File: config.mk
export PLATFORM = sky130hd
export DESIGN_NAME = coin_acceptor
export DESIGN_NICKNAME = d
export VERILOG_FILES = /design/src/rtl/coin_pkg.sv /design/src/rtl/coin_debounce.sv /design/src/rtl/coin_acceptor.sv
export SDC_FILE = /design/constraint.sdc
export NUM_CORES = 1
export LEC_CHECK = 0
export ABC_AREA = 1
export CELL_PAD_IN_SITES_DETAIL_PLACEMENT = 0
export CELL_PAD_IN_SITES_GLOBAL_PLACEMENT = 1
export CORE_MARGIN = 2
export CORE_UTILIZATION = 41
export CTS_BUF_LIST = sky130_fd_sc_hd__clkbuf_8
export DETAILED_ROUTE_END_ITERATION = 16
export PLACE_DENSITY = 0.85
export SYNTH_ARGS = -nofsm -noshare
export SYNTH_HDL_FRONTEND = slang
export SYNTH_SLANG_ARGS = --single-unit
File: constraint.sdc
create_clock -name clk -period 1.5 [get_ports clk]
set_clock_uncertainty 0.2 [all_clocks]
set_input_delay 0.3 -clock clk [delete_from_list [all_inputs] [get_ports clk]]
set_output_delay 0.3 -clock clk [all_outputs]
set_load 0.01 [all_outputs]
File: src/rtl/coin_pkg.sv
// Shared types and sizing helpers for the coin-slot front end.
package coin_pkg;

  typedef enum logic [1:0] {
    Idle      = 2'd0,
    Arming    = 2'd1,
    Held      = 2'd2,
    Releasing = 2'd3
  } CoinDebState;

  localparam int DEBOUNCE_CYCLES_DEF = 4;
  localparam int JAM_CYCLES_DEF      = 64;

  // The counter must be able to hold JAM_CYCLES, which always exceeds DEBOUNCE_CYCLES.
  function automatic int cnt_width(input int jam_cycles);
    return $clog2(jam_cycles + 1);
  endfunction

  localparam int CNT_W = $clog2(JAM_CYCLES_DEF + 1);

endpackage

File: src/rtl/coin_debounce.sv
// One coin-sensor channel: 2-flop synchroniser, debounce FSM with press/release
// filtering, a one-cycle accept event and a stuck-high indication.
module coin_debounce
  import coin_pkg::*;
#(
  parameter int DEBOUNCE_CYCLES = DEBOUNCE_CYCLES_DEF,
  parameter int JAM_CYCLES      = JAM_CYCLES_DEF
) (
  input  logic clk,
  input  logic rst,
  input  logic raw,
  output logic evt,
  output logic stuck
);

  localparam int              CW       = cnt_width(JAM_CYCLES);
  localparam logic [CW-1:0]   DEB_LAST = CW'(DEBOUNCE_CYCLES - 1);
  localparam logic [CW-1:0]   JAM_MAX  = CW'(JAM_CYCLES);
  localparam logic [CW-1:0]   CNT_ONE  = CW'(1);

  logic          r_meta;
  logic          r_sync;
  CoinDebState   r_state;
  logic [CW-1:0] r_cnt;
  logic          r_evt;

  // NOTE: sequential state uses non-blocking assignments only, so every flop
  // samples pre-edge values regardless of block ordering.
  always_ff @(posedge clk or posedge rst) begin
    if (rst) begin
      r_meta <= 1'b0;
      r_sync <= 1'b0;
    end else begin
      r_meta <= raw;
      r_sync <= r_meta;
    end
  end

  // Counter compares against DEBOUNCE_CYCLES-1 so the accept lands on the
  // DEBOUNCE_CYCLES-th stable synchronised cycle.
  always_ff @(posedge clk or posedge rst) begin
    if (rst) begin
      r_state <= Idle;
      r_cnt   <= '0;
      r_evt   <= 1'b0;
    end else begin
      r_evt <= 1'b0;
      case (r_state)
        Idle: begin
          if (r_sync) begin
            r_state <= Arming;
            r_cnt   <= CNT_ONE;
          end
        end
        Arming: begin
          if (!r_sync) begin
            r_state <= Idle;
            r_cnt   <= '0;
          end else if (r_cnt == DEB_LAST) begin
            r_state <= Held;
            r_cnt   <= '0;
            r_evt   <= 1'b1;
          end else begin
            r_cnt <= r_cnt + CNT_ONE;
          end
        end
        Held: begin
          if (!r_sync) begin
            r_state <= Releasing;
            r_cnt   <= CNT_ONE;
          end else if (r_cnt != JAM_MAX) begin
            r_cnt <= r_cnt + CNT_ONE;
          end
        end
        Releasing: begin
          // A bounce back high returns to Held without a second accept.
          if (r_sync) begin
            r_state <= Held;
            r_cnt   <= '0;
          end else if (r_cnt == DEB_LAST) begin
            r_state <= Idle;
            r_cnt   <= '0;
          end else begin
            r_cnt <= r_cnt + CNT_ONE;
          end
        end
        default: begin
          r_state <= Idle;
          r_cnt   <= '0;
        end
      endcase
    end
  end

  assign evt   = r_evt;
  assign stuck = (r_state == Held) && (r_cnt == JAM_MAX);

endmodule

File: src/rtl/coin_acceptor.sv
// Coin acceptor front end: two debounced channels, dime-first arbitration with a
// one-deep nickel deferral, inhibit steering to reject, and a sticky jam latch.
module coin_acceptor
  import coin_pkg::*;
#(
  parameter int DEBOUNCE_CYCLES = DEBOUNCE_CYCLES_DEF,
  parameter int JAM_CYCLES      = JAM_CYCLES_DEF
) (
  input  logic clk,
  input  logic rst,
  input  logic nickel_raw,
  input  logic dime_raw,
  input  logic inhibit,
  output logic nickel,
  output logic dime,
  output logic reject,
  output logic jam
);

  logic w_evt_n;
  logic w_evt_d;
  logic w_stuck_n;
  logic w_stuck_d;
  logic w_issue_n;
  logic w_issue_d;
  logic w_issue_any;

  logic r_pend;
  logic r_jam;

  coin_debounce #(
    .DEBOUNCE_CYCLES (DEBOUNCE_CYCLES),
    .JAM_CYCLES      (JAM_CYCLES)
  ) u_nickel_deb (
    .clk   (clk),
    .rst   (rst),
    .raw   (nickel_raw),
    .evt   (w_evt_n),
    .stuck (w_stuck_n)
  );

  coin_debounce #(
    .DEBOUNCE_CYCLES (DEBOUNCE_CYCLES),
    .JAM_CYCLES      (JAM_CYCLES)
  ) u_dime_deb (
    .clk   (clk),
    .rst   (rst),
    .raw   (dime_raw),
    .evt   (w_evt_d),
    .stuck (w_stuck_d)
  );

  // A deferred nickel wins its cycle; event spacing guarantees no channel
  // fires again that soon, so nothing is lost behind it.
  assign w_issue_n   = r_pend | (w_evt_n & ~w_evt_d);
  assign w_issue_d   = w_evt_d & ~r_pend;
  assign w_issue_any = (w_issue_n | w_issue_d) & ~r_jam;

  always_ff @(posedge clk or posedge rst) begin
    if (rst) begin
      r_pend <= 1'b0;
      r_jam  <= 1'b0;
    end else begin
      r_pend <= w_evt_n & (w_evt_d | r_pend);
      r_jam  <= r_jam | w_stuck_n | w_stuck_d;
    end
  end

  // Inhibit is applied in the issue cycle itself, including for a deferred nickel.
  assign nickel = w_issue_n & ~w_issue_d & ~inhibit & ~r_jam;
  assign dime   = w_issue_d & ~inhibit & ~r_jam;
  assign reject = w_issue_any & inhibit;
  assign jam    = r_jam;

endmodule

# Word-level counts from Yosys, hierarchy flattened

Cells that the tools add are included.
W data, S select, Z words.

Reductions and logical operators: 8
Muxes and demuxes: 34
Equal/unequal tests: 22
Bitwise gates (word level): 20
Add/subtract/negate cells: 2

Operators by type and width:

| kind                  | count |
|---|---|
| $mux W7               | 12 |
| $pmux W7 S4           | 2 |
| $mux W2               | 12 |
| $pmux W2 S4           | 2 |
| $add A7 B1 Y7 const B | 2 |
| $eq A7 B2 Y1 const B  | 2 |
| $eq A7 B7 Y1 const B  | 2 |
| $ne A7 B7 Y1 const B  | 2 |
| $ne A3 B3 Y1 const B  | 4 |
| $and A1 B1 Y1         | 10 |
| $eq A2 B2 Y1 const B  | 4 |
| $reduce_and A4 Y1     | 2 |
| $mux W1               | 6 |
| $ne A3 B1 Y1 const B  | 2 |
| $not A1 Y1            | 5 |
| $or A1 B1 Y1          | 5 |
| $eq A2 B1 Y1 const B  | 2 |
| $logic_not A2 Y1      | 2 |
| $ne A2 B1 Y1 const B  | 2 |
| $ne A2 B2 Y1 const B  | 2 |
| $reduce_and A2 Y1     | 2 |
| $logic_and A1 B1 Y1   | 2 |

Logic and storage cells: 98
Bits of input ports: 5
Flip-flop bits (word level): 26
Output and inout port bits: 4

# Longest topological paths before layout

Gate-level depths: netlist of the first run.

Word-level depth: 6
Gate-level depth with buffers: 11

# Hierarchy

From an unflattened synthesis of the first run, not the netlist that was laid out.

Cells, all modules: 223
Area total of the unflattened synthesis: 1642.8 µm²

Modules (own cells, without submodules):

| module        | area an instance (µm²) | times used | cells each |
|---|---|---|---|
| coin_debounce | 762.0                  | 2          | 102 |
| coin_acceptor | 118.9                  | 1          | 19 |

# Least setup slack after synthesis of the first run

Ideal clock, no wire load.

Path type: reg-to-reg
Start point: register u_dime_deb.r_cnt[0]
End point: register (tool-made name)
Period minus slack after synthesis: 1540 ps
Buffers on the path: 0
Stages on the path, launching flop included: 11
Slack: -40 ps
Arrival: 1222 ps
Path through: dfrtp_1 > ha_1 > inv_1 > nor2_1 > nand3_2 > nand2_1 > nand2_2 > nand2_2 > nand3_1 > nand2_1 > nand2_1

RTL lines:

| what                   | line                | source |
|---|---|---|
| from (decl)            | coin_debounce.sv:24 | `logic [CW-1:0] r_cnt;` |
| from (signal assigned) | coin_debounce.sv:64 | `r_cnt <= r_cnt + CNT_ONE;` |
| from (signal assigned) | coin_debounce.sv:72 | `r_cnt <= r_cnt + CNT_ONE;` |
| from (signal assigned) | coin_debounce.sv:84 | `r_cnt <= r_cnt + CNT_ONE;` |

# Final worst setup path of the first run

Start point: register r_jam, in the netlist jam
End point: output dime

Cells in the longest elaborated chain, start to end: 2

Ends and longest elaborated chain:

| what                   | line                | source |
|---|---|---|
| from (decl)            | coin_acceptor.sv:29 | `logic r_jam;` |
| from (signal assigned) | coin_acceptor.sv:65 | `r_jam <= r_jam \| w_stuck_n \| w_stuck_d;` |
| $not A1 Y1             | coin_acceptor.sv:71 | `assign dime = w_issue_d & ~inhibit & ~r_jam;` |
| $and A1 B1 Y1          | coin_acceptor.sv:71 |  |
| to (decl)              | coin_acceptor.sv:15 | `output logic dime,` |

No other way between the ends.

==> flow_summary.ini, run 1 <==
[run_status]
outcome = finished with violations
violations = negative setup slack

[timing]
fin_crit_ns = 1.632
worst_slew_pin_slew_ns = 0.2833
timing.final.ws_setup_ns = -0.1325
grt_setup_unrepaired = true
setup_violations = 20
report.final.slew_viol_count = 0
finalHoldViolations = 0
hold_ws_ns = 0.1562
setup_tns_ns = -1.496
timing.fmax_mhz = 612.6
slew-limit-headroom_pct = 81.09
timing.final.crit_share_pct = 108.8

[grt]
grt_util_all_layers_pct = 20.14
antenna_violations_before_repair = 0
grt_pass1_vias = 1580
grt-ovfl-total = 0
grt_pass1_wl_um = 7113
grt_max_degree = 27

[placed_design]
place.port_buffers = 8
number_of_placed_instances_with_taps_included = 329
post-place-ws_ns = -0.5334
gpl.final_weighted_congestion = 0.8262
place.detailed.hpwl_um = 2897
postPlaceCellArea_um2 = 2082

[clocking]
clock_latency_at_the_later_pin_of_the_worst_skew_pair_ns = 0.27
cts_made_buffers = 3
clkSinkCount = 26
cts.path.max_buffers = 2
clkSlewWorstSetupHoldPaths_ns = 0.10
cts-htree-levels = 1
cts_tree = yes
cts.root.buffer_cell = sky130_fd_sc_hd__clkbuf_8
post_cts_hold_buffer_count = 0

[synthesis]
syn_area_per_cell_um2 = 7.060
yosys.cell_types.count = 26
ys_top_cells_by_area = sky130_fd_sc_hd__dfrtp_1 39%, sky130_fd_sc_hd__nand2_1 15%, sky130_fd_sc_hd__inv_1 6.9%
post-synth-top-count-cell = sky130_fd_sc_hd__nand2_1
synth_area_leader_cell = sky130_fd_sc_hd__dfrtp_1
mappedNetlistArea_um2 = 1680
syn_nets = 247
synth-seq-area-share_pct = 38.72
syn_inst = 238
yosysWarningCount = 0
synth_edf_count = 0
synthTopCellsByCount = 69 x sky130_fd_sc_hd__nand2_1, 31 x sky130_fd_sc_hd__inv_1, 26 x sky130_fd_sc_hd__dfrtp_1
netlist.area_leader.share_pct = 38.72
flop_and_latch_count_out_of_synthesis = 26
synthArstFlopShare_pct = 100.0
synthFlopType = sky130_fd_sc_hd__dfrtp_1

[final_layout]
fillerInstances = 338
final_cells = 347
antenna_cells = 0
nets = 307
flow.area_growth_from_synthesis_pct = 49.59
reg.largest.list = u_dime_deb.r_cnt: 7 flops, u_nickel_deb.r_cnt: 7 flops
layout-drive-gt1-share_pct = 44.44
layout.cell_area.non_filler_um2 = 2514

[route]
dr.first_iter.drc_count = 89
drc_errors = 0
detail_route.wl_per_cell_um = 12.61
total_wirelength_um = 4376
dr.pass1.iters = 4
vias_per_cell = 5.026
via_count = 1744
detail-route-antenna-nets = 0

[setup_path]
critPathMaxFanout = 3
setup.worst_path.class = flop to output port
worstSetupStartpointType = flop
crit_path_end_kind = output port
cp.required_ns = 1.00
critPathArrivalTime_ns = 1.13

[die]
chipWidth_um = 68.02
boundaryPins = 9
dieArea_um2 = 4627
floorplan_core_area_um2 = 3971
rows = 23
floorplan.initialDensity_pct = 42.31
chipHeight_um = 68.02

[hold_path]
worst_hold_path_type = input port to async pin

[run]
timing.max_cap.violations = 0

[pwr]
power.static_leakage_nw = 1.249
ir_worst_vdd_mv = 0.7641
power_density_nw_per_um2 = 1431
cells in the final DEF, fill, tap and decap left out, drive strengths merged:
cell,count
nand2,77
buf,52
inv,39
nor2,30
dfrtp,26
nand4,18
nand3,18
o21ai,7
a21oi,5
clkbuf,4
ha,4
clkdlybuf4s50,3
nor3,3
and2,2
nor4,2
xor2,1
o22ai,1
clkinv,1
o21a,1
nor3b,1
a31oi,1
dlygate4sd2,1
cells by family after synthesis:
kind of cell	after synthesis	share of synthesized area [%]
xor gates and xnor gates	1	0.5213
AOI/OAI and AO/OA	15	4.766
adders and majority gates	4	2.979
buffers and inverters	41	9.605
DFF	26	38.72
and+or+nand+nor	151	43.41
final timing paths:
path	start	endpoint	slack (ns)	cells past startpoint
max	jam	dime	-0.13	2
min	rst	u_dime_deb.r_cnt[5]	0.16	3
max reg2reg	u_dime_deb.r_cnt[1]	flop	-0.11	10
min reg2reg	u_nickel_deb.r_meta	u_nickel_deb.r_sync	0.16	0
max in group asynchronous	rst	u_nickel_deb.r_cnt[0]	0.77	3
min in group clk	u_nickel_deb.r_meta	u_nickel_deb.r_sync	0.16	0
worst max-delay path, stage by stage, from the launching register on:
cell and delay, ns:
sky130_fd_sc_hd__dfrtp_1 0.42, sky130_fd_sc_hd__nor4_2 0.27, sky130_fd_sc_hd__buf_2 0.17
metal layers:
layer / wire (µm) / share of wire [%] / vias to the layer above / track usage [%]
met1: 2064 / 47 / 817 / 30.22
met5: 0 / 0 / - / 0
met2: 2120 / 48 / 29 / 30.46
met3: 148 / 3.4 / 4 / 2.467
li1: - / - / 894 / -
met4: 42 / 0.96 / 0 / 5.250
stage by stage:
stage | power, W | utilization [%]
final | 0.003598 | 63.30
after global routing | 0.003888 | 63.30
after CTS | 0.003247 | 58.44
after detailed placement | 0.002508 | 52.43
after global placement | 0.002493 | 52.43
after floorplan | 0.001895 | -
final cells by class:
class                   count  area [µm²]  area share (%)
clock buffers               4       55.05           2.190
repair buffers             56       469.2           18.67
flip-flops and latches     26       651.9           25.93
well taps                  50       62.56           2.489
multi-input cells         171        1120           44.55
inverters                  40       155.1           6.172
power by group:
part | internal [W] | leakage, nW | switching [W]
Clock | 0.000235 | 0.0288 | 0.000230
Combinational | 0.000976 | 0.881 | 0.00116
Sequential | 0.000834 | 0.340 | 0.000161
Total | 0.00205 | 1.25 | 0.00155
what timing repair did:
item	in CTS	in global routing
pin swaps	21	34
setup endpoints to repair	22	24
buffers inserted	9	6
endpoints found under the hold margin	0	0
resized for setup	56	44
Note: power is estimated with default switching activity, not from simulation.
==> run 2: changes to the inputs <==
--- a/config.mk
+++ b/config.mk
@@ -5,11 +5,10 @@
 export SDC_FILE = /design/constraint.sdc
 export NUM_CORES = 1
 export LEC_CHECK = 0
-export ABC_AREA = 1
 export CELL_PAD_IN_SITES_DETAIL_PLACEMENT = 0
 export CELL_PAD_IN_SITES_GLOBAL_PLACEMENT = 1
 export CORE_MARGIN = 2
-export CORE_UTILIZATION = 41
+export CORE_UTILIZATION = 43
 export CTS_BUF_LIST = sky130_fd_sc_hd__clkbuf_8
 export DETAILED_ROUTE_END_ITERATION = 16
 export PLACE_DENSITY = 0.85
==> flow_summary.ini, run 2 <==
[clocking]
cts.root.buffer_cell = sky130_fd_sc_hd__clkbuf_8
clock_latency_at_the_later_pin_of_the_worst_skew_pair_ns = 0.27
clkSinkCount = 26
cts-htree-levels = 1
clkSlewWorstSetupHoldPaths_ns = 0.09
cts.path.max_buffers = 2
cts_tree = yes
cts_made_buffers = 3

[final_layout]
fillerInstances = 290
reg.largest.list = u_dime_deb.r_cnt: 7 flops, u_nickel_deb.r_cnt: 7 flops
layout-drive-gt1-share_pct = 42.20
layout.cells.most_common = sky130_fd_sc_hd__buf_4
nets = 229
flow.area_growth_from_synthesis_pct = 45.74
antenna_cells = 0
most_frequent_cells_in_the_layout = 42 x sky130_fd_sc_hd__buf_4, 26 x sky130_fd_sc_hd__dfrtp_1, 12 x sky130_fd_sc_hd__inv_1
final_cells = 264
layout.cell_area.non_filler_um2 = 2225

[route]
dr.pass1.iters = 4
dr.first_iter.drc_count = 60
via_count = 1480
total_wirelength_um = 3969
drc_errors = 0
detail_route.wl_per_cell_um = 15.03
detail-route-antenna-nets = 0
vias_per_cell = 5.606

[timing]
setup_violations = 25
slew-limit-headroom_pct = 73.59
fin_crit_ns = 2.041
worst_slew_pin_slew_ns = 0.3962
timing.fmax_mhz = 490.0
report.final.slew_viol_count = 0
timing.final.ws_setup_ns = -0.5407
grt_setup_unrepaired = true
timing.final.crit_share_pct = 136.0
finalHoldViolations = 0
setup_tns_ns = -7.542

[die]
floorplan.initialDensity_pct = 45.39
boundaryPins = 9
dieArea_um2 = 4042
floorplan_core_area_um2 = 3363
chipHeight_um = 63.58
rows = 21
chipWidth_um = 63.58

[setup_path]
critPathArrivalTime_ns = 1.98
setup.worst_path.class = flop to flop
slowest_cell_on_the_critical_path = sky130_fd_sc_hd__or4_4
critical_path_cell_sequence = or4_4 -> o311a_4 -> o22ai_4 -> o221ai_1
crit_path_end_kind = flop
critPathMaxFanout = 5
worstSetupStartpointType = flop
cp.required_ns = 1.44
critical_path.max_stage_delay_ns = 0.58

[synthesis]
synth-seq-area-share_pct = 42.62
syn_area_per_cell_um2 = 9.196
synthArstFlopShare_pct = 100.0
syn_inst = 166
netlist.area_leader.share_pct = 42.62
yosysWarningCount = 0
post-synth-top-count-cell = sky130_fd_sc_hd__dfrtp_1
mappedNetlistArea_um2 = 1526
synthFlopType = sky130_fd_sc_hd__dfrtp_1
synth_edf_count = 0
synthTopCellsByCount = 26 x sky130_fd_sc_hd__dfrtp_1, 13 x sky130_fd_sc_hd__inv_1, 13 x sky130_fd_sc_hd__o21ai_0
yosys.cell_types.count = 45
flop_and_latch_count_out_of_synthesis = 26
synth_area_leader_cell = sky130_fd_sc_hd__dfrtp_1
syn_nets = 175
ys_top_cells_by_area = sky130_fd_sc_hd__dfrtp_1 43%, sky130_fd_sc_hd__o21ai_0 4.3%, sky130_fd_sc_hd__ha_1 3.3%

[run_status]
violations = negative setup slack
outcome = finished with violations

[grt]
grt_max_degree = 27
grt_pass1_vias = 1469
grt-ovfl-total = 0
grt_pass1_wl_um = 6720
antenna_violations_before_repair = 0
grt_util_all_layers_pct = 20.89

[pwr]
ir_worst_vdd_mv = 0.4867
design_power_total_w = 0.003071
power_density_nw_per_um2 = 1380
power.static_leakage_nw = 0.9625

[placed_design]
number_of_placed_instances_with_taps_included = 255
gpl.final_weighted_congestion = 0.8602
post-place-ws_ns = -0.5592
place.port_buffers = 8
postPlaceCellArea_um2 = 1996
place.detailed.hpwl_um = 2706

[run]
timing.max_cap.violations = 0

[hold_path]
worst_hold_path_type = input port to async pin
## run 2: cells by family after synthesis
| group | count (synthesis) | share of synthesized area (%) |
|---|---|---|
| mux | 2 | 1.475 |
| buf+inv | 22 | 5.656 |
| xor+xnor | 3 | 1.722 |
| fa+ha+maj | 4 | 3.279 |
| flops | 26 | 42.62 |
| simple gates | 58 | 20.25 |
| compound gates | 51 | 25.00 |
## run 2: critical path, delay by kind of cell, from the launching register on
family / cells / cell delay, ns
AND/OR/NAND/NOR: 1 / 0.58
AO/OA/AOI/OAI: 3 / 0.74
flip-flops: 1 / 0.39
## run 2: layout make-up
type | instances | area [µm²] | share of cell area, %
Clock buffer | 3 | 41.29 | 1.856
Sequential cell | 26 | 650.6 | 29.25
Inverter | 14 | 52.55 | 2.362
Multi-Input combinational cell | 118 | 954.7 | 42.91
Timing Repair Buffer | 57 | 467.9 | 21.03
Tap cell | 46 | 57.56 | 2.587
## run 2: path summary, 6_finish.rpt
check | start | cells after the start | slack (ns) | endpoint
max | u_nickel_deb.r_cnt[2] | 4 | -0.54 | u_nickel_deb.r_cnt[6]
min | rst | 3 | 0.15 | u_nickel_deb.r_cnt[4]
max reg2reg | u_nickel_deb.r_cnt[2] | 4 | -0.54 | u_nickel_deb.r_cnt[6]
min reg2reg | u_nickel_deb.r_meta | 0 | 0.16 | u_nickel_deb.r_sync
max in group asynchronous | rst | 3 | 0.80 | u_dime_deb.r_meta
min in group clk | u_nickel_deb.r_meta | 0 | 0.16 | u_nickel_deb.r_sync
## run 2: power by group
part | internal, W | total (W) | switching [W]
clock | 0.000180 | 0.000400 | 0.000220
sequential | 0.000824 | 0.000979 | 0.000155
combinational | 0.000856 | 0.00169 | 0.000835
## run 2: metal layers
| layer | vias up | routed length, µm | share of wire [%] | GRT usage, % |
|---|---|---|---|---|
| li1 | 721 | - | - | - |
| met5 | - | 0 | 0 | 0 |
| met1 | 720 | 1815 | 46 | 27.71 |
| met2 | 33 | 1978 | 50 | 35.00 |
| met4 | 0 | 44 | 1.1 | 5.978 |
| met3 | 6 | 131 | 3.3 | 3.571 |
## run 2: repair_timing
item | 4_1_cts | 5_1_grt
hold buffers | 0 | 0
resized for setup | 38 | 18
buffers inserted | 3 | 3
endpoints found under the setup margin | 25 | 25
pin swaps | 5 | 9
hold endpoints to repair | 0 | 0
## run 2: per-stage QoR
step	util (%)	hold WS (ns)
6_report	66.15	0.1491
3_5_place_dp	59.34	0.1363
5_1_grt	66.15	0.1601
4_1_cts	62.95	0.1515
2_1_floorplan	-	0.1312
3_3_place_gp	59.34	0.1326
